File: src/rtl/gate_bist_pkg.sv
// gate_bist shared types: FSM state encoding and two-input truth tables.
// Truth table bit i is the expected Y for the vector index {A,B} = i.
package gate_bist_pkg;

  typedef logic [1:0] state_t;

  localparam state_t IDLE   = 2'd0;
  localparam state_t APPLY  = 2'd1;
  localparam state_t SAMPLE = 2'd2;
  localparam state_t DONE   = 2'd3;

  localparam int CNT_W = 4;

  localparam logic [3:0] NAND_TT = 4'b0111;
  localparam logic [3:0] AND_TT  = 4'b1000;
  localparam logic [3:0] OR_TT   = 4'b1110;
  localparam logic [3:0] XOR_TT  = 4'b0110;

endpackage

File: src/rtl/gate_bist_timer.sv
// gate_bist settle counter: loadable down-counter that stops at zero.
// The zero flag tells the FSM the applied vector has settled.
module gate_bist_timer
  import gate_bist_pkg::*;
(
  input  logic             clk,
  input  logic             rst,
  input  logic             load,
  input  logic             dec,
  input  logic [CNT_W-1:0] load_val,
  output logic             zero
);

  logic [CNT_W-1:0] cnt;

  always_ff @(posedge clk) begin
    if (rst)
      cnt <= '0;
    else if (load)
      cnt <= load_val;
    else if (dec && cnt != '0)
      cnt <= cnt - 1'b1;
  end

  assign zero = (cnt == '0);

endmodule

File: src/rtl/gate_bist.sv
// gate_bist: exhaustive 2-input gate self-test against the EXPECT truth table.
// Optional GATE_BIST_STOP_ON_FAIL_EN ends the run at the first mismatch.
module gate_bist
  import gate_bist_pkg::*;
#(
  parameter logic [3:0] EXPECT = 4'b0111,
  parameter int         SETTLE = 2
) (
  input  logic       clk,
  input  logic       rst,
  input  logic       start,
  output logic       dut_a,
  output logic       dut_b,
  input  logic       dut_y,
  output logic       busy,
  output logic       done,
  output logic       pass,
  output logic [3:0] y_log,
  output logic [3:0] fail_mask
);

  localparam logic [CNT_W-1:0] LOAD_VAL = CNT_W'(SETTLE - 1);

  state_t     state;
  state_t     state_n;
  logic [1:0] idx;
  logic       t_load;
  logic       t_dec;
  logic       t_zero;
  logic       mism;
  logic       stop;
  logic       drive;
  logic [3:0] fail_next;

  gate_bist_timer u_timer (
    .clk      (clk),
    .rst      (rst),
    .load     (t_load),
    .dec      (t_dec),
    .load_val (LOAD_VAL),
    .zero     (t_zero)
  );

  assign mism      = (dut_y != EXPECT[idx]);
  assign fail_next = fail_mask | (4'(mism) << idx);

`ifdef GATE_BIST_STOP_ON_FAIL_EN
  assign stop = mism;
`else
  assign stop = 1'b0;
`endif

  always_comb begin
    state_n = state;
    t_load  = 1'b0;
    t_dec   = 1'b0;
    unique case (1'b1)
      (state == IDLE): begin
        if (start) begin
          state_n = APPLY;
          t_load  = 1'b1;
        end
      end
      (state == APPLY): begin
        if (t_zero)
          state_n = SAMPLE;
        else
          t_dec = 1'b1;
      end
      (state == SAMPLE): begin
        if (idx == 2'd3 || stop) begin
          state_n = DONE;
        end else begin
          state_n = APPLY;
          t_load  = 1'b1;
        end
      end
      default: state_n = IDLE;
    endcase
  end

  always_ff @(posedge clk) begin
    if (rst) begin
      state     <= IDLE;
      idx       <= 2'd0;
      y_log     <= 4'd0;
      fail_mask <= 4'd0;
      pass      <= 1'b0;
    end else begin
      state <= state_n;
      if (state == IDLE && start) begin
        idx       <= 2'd0;
        y_log     <= 4'd0;
        fail_mask <= 4'd0;
        pass      <= 1'b0;
      end
      if (state == SAMPLE) begin
        y_log[idx] <= dut_y;
        fail_mask  <= fail_next;
        // pass lands together with done so it is valid in the done cycle
        if (state_n == DONE)
          pass <= (fail_next == 4'd0);
        else
          idx <= idx + 2'd1;
      end
    end
  end

  assign drive = (state == APPLY) || (state == SAMPLE);
  assign dut_a = drive & idx[1];
  assign dut_b = drive & idx[0];
  assign busy  = drive;
  assign done  = (state == DONE);

endmodule

File: config.mk
export PLATFORM = sky130hd
export DESIGN_NAME = gate_bist
export DESIGN_NICKNAME = d
export VERILOG_FILES = /design/src/rtl/gate_bist_pkg.sv /design/src/rtl/gate_bist_timer.sv /design/src/rtl/gate_bist.sv
export SDC_FILE = /design/constraint.sdc
export NUM_CORES = 1
export LEC_CHECK = 0
export CAP_MARGIN = 30
export CORE_MARGIN = 4
export CORE_UTILIZATION = 50
export DETAILED_ROUTE_END_ITERATION = 8
export GPL_TIMING_DRIVEN = 1
export HOLD_SLACK_MARGIN = 0.08
export PLACE_DENSITY = 0.78
export SLEW_MARGIN = 20
export SYNTH_ARGS = -nofsm -noshare
export SYNTH_HDL_FRONTEND = slang
export SYNTH_SLANG_ARGS = --single-unit
File: constraint.sdc
create_clock -name clk -period 1.7 [get_ports clk]
set_input_delay 0.51 -clock clk [delete_from_list [all_inputs] [get_ports clk]]
set_output_delay 0.51 -clock clk [all_outputs]
set_load 0.02 [all_outputs]
## Word level (Yosys, flattened, before mapping)

Cells that the tools add are included.

- Bits of input ports: 4
- Logic and storage cells: 59
- Register bits: 17
- Output and inout bits: 13

- Shifts and indexed selects: 1
- Order comparisons: 2
- Reduce and logical (&&, ||, !) cells: 11
- Add/sub/neg operators: 2
- Multiplexer cells: 27
- Equal/unequal tests: 6
- Bitwise gates (word level): 3

Operators with widths:

| operator | number |
|---|---|
| two-way mux 4 bit | 5 |
| two-way mux 2 bit | 6 |
| two-way mux 1 bit | 11 |
| equality test 2 bit (second input constant) | 4 |
| logical NOT 4 bit | 2 |
| case mux 2 bit (3 select lines) | 1 |
| bitwise mux 4 bit | 1 |
| bitwise OR 4 bit | 1 |
| nonzero test 2 bit | 2 |
| nonzero test 4 bit | 1 |
| << shifter 1 x 2 -> 4 bit | 1 |
| subtractor 4 x 1 -> 4 bit (second input constant) | 1 |
| logical AND 1 bit | 3 |
| < comparator 2 x 3 -> 1 bit (second input constant) | 1 |
| adder 2 x 1 -> 2 bit (second input constant) | 1 |
| bitwise AND 1 bit | 2 |
| binary-select mux 1 bit (select 2 bit) | 1 |
| demux 1 bit (select 2 bit) | 1 |
| equality test 2 x 1 -> 1 bit (second input constant) | 1 |
| greater-or-equal comparator 2 x 1 -> 1 bit (second input constant) | 1 |
| logical NOT 2 bit | 1 |
| case mux 1 bit (2 select lines) | 1 |
| OR reduction 2 bit | 1 |
| logical OR 1 bit | 1 |
| != test 1 bit | 1 |

## Longest topological paths before layout

- Depth in word-level cells: 8
- Gate-level depth with buffers: 7
- Depth with buffers taken out: 6

## By module

Synthesis repeated with hierarchy kept, for this count alone.

- Cell total of the unflattened synthesis: 114
- Area total of the unflattened synthesis: 1,018.5 um^2

By module, submodules not included:

| module | cells an instance | seq. area each (um^2) | area an instance (um^2) | instances |
|---|---|---|---|---|
| gate_bist | 85 | 260.2 | 755.7 | 1 |
| gate_bist_timer | 29 | 80.1 | 262.8 | 1 |

## Least setup slack after synthesis

No wires, ideal clock.

- Path type: register -> output
- From: register state[1]
- To: output port dut_a
- Slack: 0.109 ns
- Data required time: 1.190 ns
- Stages on the path, launching flop included: 4
- Arrival: 1.081 ns
- Path buffers: 0
- Path through: dfxtp_1 > inv_1 > ha_1 > and2_1

- Cells in the longest elaborated chain, start to end: 3
- Elaborated cells on any way between the ends: 4
- Classes of those cells: eq/ne: 2; bitwise: 1; reduce/logical: 1

RTL lines:

| what | RTL line | RTL |
|---|---|---|
| start: declaration | gate_bist.sv:24 | `state_t state;` |
| start signal: assignment | gate_bist.sv:90 | `state <= state_n;` |
| equality test 2 x 1 -> 1 bit / equality test 2 bit (equally long branches) | gate_bist.sv:109 | `assign drive = (state == APPLY) \|\| (state == SAMPLE);` |
| logical OR 1 bit (*) | gate_bist.sv:109 |  |
| named net busy | gate_bist.sv:15 | `output logic busy,` |
| bitwise AND 1 bit (*) | gate_bist.sv:110 | `assign dut_a = drive & idx[1];` |
| end: declaration | gate_bist.sv:12 | `output logic dut_a,` |

Mark *: on every way through the listed nets, which the timed path passes. The rest lies on a longest branch.

## Worst setup path in the final report

- From: register state[1]
- To: output port dut_a

- Cells in the longest elaborated chain, start to end: 3
- Elaborated cells on any way between the ends: 4
- Classes of those cells: eq/ne: 2; bitwise: 1; reduce/logical: 1

RTL lines:

| what | RTL line |
|---|---|
| equality test 2 x 1 -> 1 bit / equality test 2 bit (equally long branches) | gate_bist.sv:109 |
| logical OR 1 bit (*) | gate_bist.sv:109 |
| bitwise AND 1 bit (*) | gate_bist.sv:110 |

Every way passes the cells marked *; elsewhere a longest branch is shown, timed or not.

==> results_dict.tcl <==
set metrics [dict create \
    status "finished with violations" \
    violations "negative setup slack" \
    syn_inst 105 \
    cts_buffers 3 \
    r2r_end "idx[0]$_SDFF_PP0_" \
    grt_usage_pct 19.71 \
    cts_root_buf "clkbuf_4" \
    critPathLaunch "state[1]$_SDFF_PP0_" \
    grt_pass1_wl_um 3953 \
    drc_errors 0 \
    finalHoldViolations 0 \
    p_int_uw 893.5 \
    synthArstFlopShare_pct 0 \
    pin_count 17 \
    swShare_pct 38.17 \
    cp-start-kind "flop" \
    vias 900 \
    irDropWorstVdd_uv 734.7 \
    hold_path.class "flop to flop" \
    slew_headroom_pct 70.93 \
    clockBufferDepth 2 \
    grt_antenna_before_repair 0 \
    clkTransAtPathRegs_ns 0.10 \
    ys_warn_count 0 \
    ys_seq_elements 17 \
    crit_chain "inv_2 > ha_4 > and2_4 > buf_6" \
    rr_worst_depth 8 \
    core_area_um2 1764 \
    grt_max_degree 13 \
    fmax_mhz 584.0 \
    fin_crit_sh_pct 100.7 \
    worstMarginPinSlew_ns 0.4306 \
    overflow 0 \
    clock_latency_ns 0.29 \
    crit_family "flip-flops" \
    syn_nets 119 \
    start_util_pct 54.04 \
    drt_first_iter_violations 22 \
    gp_congestion 0.8711 \
    wire_per_inst_um 14.19 \
    critPathKind "flop to primary output" \
    seq_area_frac_synth_pct 35.70 \
    slew_violations 0 \
    seqPwrFrac_pct 33.4 \
    die_h_um 51.67 \
    grt_pass1_vias 894 \
    timing.rr.start "state[0]$_SDFF_PP0_" \
    syn_area_um2 953.4 \
    dr.pass1.iters 4 \
    syn_to_final_growth_pct 37.66 \
    diodes 0 \
    cpPeakStageDelay_ns 0.35 \
    powerDensity_nw_per_um2 1101 \
    hold_path_end "y_log[3]$_SDFF_PP0_" \
    min_from "y_log[3]$_SDFF_PP0_" \
    worstPathArrival_ns 1.20 \
    p_leak_nw 0.5629 \
    p_clk_share_pct 15.2 \
    vias_per_cell 5.455 \
    slowest_stage "dfxtp_2" \
    portBuffers 16 \
    holdBufCountCts 0 \
    placedInstanceArea_um2 1257 \
    synth_edf_count 0 \
    drive_above_1_share_pct 35.00 \
    required_ns 1.19 \
    setup_ws_ns -0.01222 \
    final_nets 155 \
    synthFlopType "dfxtp_1" \
    htreeDepth 1 \
    die_area_um2 2669 \
    cts_tree "done" \
    synth_cell_types 34 \
    syn_area_per_cell_um2 9.080 \
    ff2ff_setup_slack_ns 0.07 \
    hold_depth 2 \
    drv_cap 0 \
    drtAntennaViolNets 0 \
    finClkSkew_ns 0.001400 \
    endpoint_kind "primary output" \
    finalWirelength_um 2341 \
    crit_fanout 3 \
    critPathBufInv 2 \
    final_common_cell "buf_4" \
    place_hpwl_um 1689 \
    rsz0062_at_grt "yes" \
    setup_viol 1 \
    p_comb_share_pct 51.4 \
    rows 15 \
    final_cell_mix "buf_4 (20), dfxtp_1 (15), a21oi_1 (9), dlygate4sd2_1 (9), nor2_1 (8)" \
    die_w_um 51.67 \
    finish.utilization_pct 74.40 \
    cts_sinks 17 \
    p_sw_uw 551.6 \
    finalWorstPathRequiredPeriod_ns 1.712 \
    finish.instance_area_um2 1313 \
]
==> cell usage after synthesis, drive strengths merged (2+ instances only) <==
| library cell | number | area (um^2) |
|---|---|---|
| dfxtp | 17 | 340.3 |
| nor2 | 10 | 45.04 |
| inv | 8 | 30.03 |
| a21oi | 9 | 45.04 |
| a32oi | 3 | 26.28 |
| ha | 10 | 125.1 |
| xnor2 | 2 | 17.52 |
| a311oi | 2 | 17.52 |
| nor3 | 4 | 20.02 |
| or3 | 2 | 17.52 |
| clkbuf | 3 | 11.26 |
| mux2i | 2 | 20.02 |
| and2 | 4 | 27.53 |
| o21ai | 5 | 28.78 |
| a211oi | 2 | 20.02 |
| xor2 | 2 | 17.52 |
| nand3 | 7 | 40.04 |
| nand2 | 3 | 11.26 |
==> registers in the layout (all words and copies together), names as in the netlist <==
signal / count
y_log: 4
fail_mask: 4
idx: 2
pass: 1
u_timer.cnt: 4
state: 2
==> how the worst max path moves through the flow <==
stage	to	slack [ns]	depth (start not counted)
floorplan	dut_a	0.11	3
global placement	idx[0]$_SDFF_PP0_	-0.21	5
detailed placement	dut_a	-0.26	4
CTS	dut_a	-0.02	4
global route	dut_a	-0.06	4
finish	dut_a	-0.01	4
==> area by class of cell <==
| type | count | area (um^2) |
|---|---|---|
| Fill cell | 139 | 451.7 |
| Multi-Input combinational cell | 76 | 594.3 |
| Clock buffer | 3 | 22.52 |
| Inverter | 8 | 30.03 |
| Timing Repair Buffer | 35 | 286.5 |
| Tap cell | 25 | 31.28 |
| Sequential cell | 17 | 342.8 |
| Clock inverter | 1 | 5.005 |
==> logic make-up after synthesis <==
kind of cell / share of synthesized area, %
adder cells (fa/ha/maj): 13.12
XOR/XNOR: 3.675
multiplexers: 3.674
buffers and inverters: 5.512
AO/OA/AOI/OAI: 19.16
flip-flops: 35.70
AND/OR/NAND/NOR: 19.16
==> per-layer routing <==
metal | wire length [um] | GRT usage (%)
met1 | 949 | 22.75
met2 | 1283 | 34.75
met3 | 55 | 3.725
met4 | 53 | 9.170
met5 | 0 | 0
==> power groups by stage <==
stage / sequential (mW) / combinational [mW] / clock (mW)
after floorplan: 0.501 / 0.424 / 0
after global placement: 0.482 / 0.659 / 0
after detailed placement: 0.485 / 0.678 / 0
after CTS: 0.484 / 0.713 / 0.226
after global routing: 0.492 / 0.811 / 0.251
final: 0.483 / 0.743 / 0.220
==> worst register-to-register path, delay by kind of cell (launching register included) <==
family,cells,cell delay [ns]
and+or+nand+nor,1,0.16
buffers and inverters,4,0.31
DFF,1,0.34
adders and majority gates,1,0.20
muxes,1,0.30
AOI/OAI and AO/OA,1,0.22
==> metrics by stage <==
stage / setup WS [ns] / setup TNS [ns] / std cells / hold WS [ns] / power (mW)
3_3_place_gp: -0.2070 / -1.339 / 160 / 0.4661 / 1.141
4_1_cts: -0.01659 / -0.01978 / 165 / 0.4761 / 1.423
5_1_grt: -0.05533 / -0.1119 / 165 / 0.5069 / 1.554
3_5_place_dp: -0.2552 / -1.745 / 160 / 0.4632 / 1.163
2_1_floorplan: 0.1089 / 0 / 105 / 0.5050 / 0.9248
6_report: -0.01222 / -0.01222 / 165 / 0.4724 / 1.445
==> repair_timing <==
action | in CTS | in global routing
gates resized for setup | 36 | 7
pin swaps | 3 | 1
endpoints found under the setup margin | 13 | 7
buffers inserted | 1 | 0
gates cloned | 0 | 0
Power figures use the tool's default switching activity.
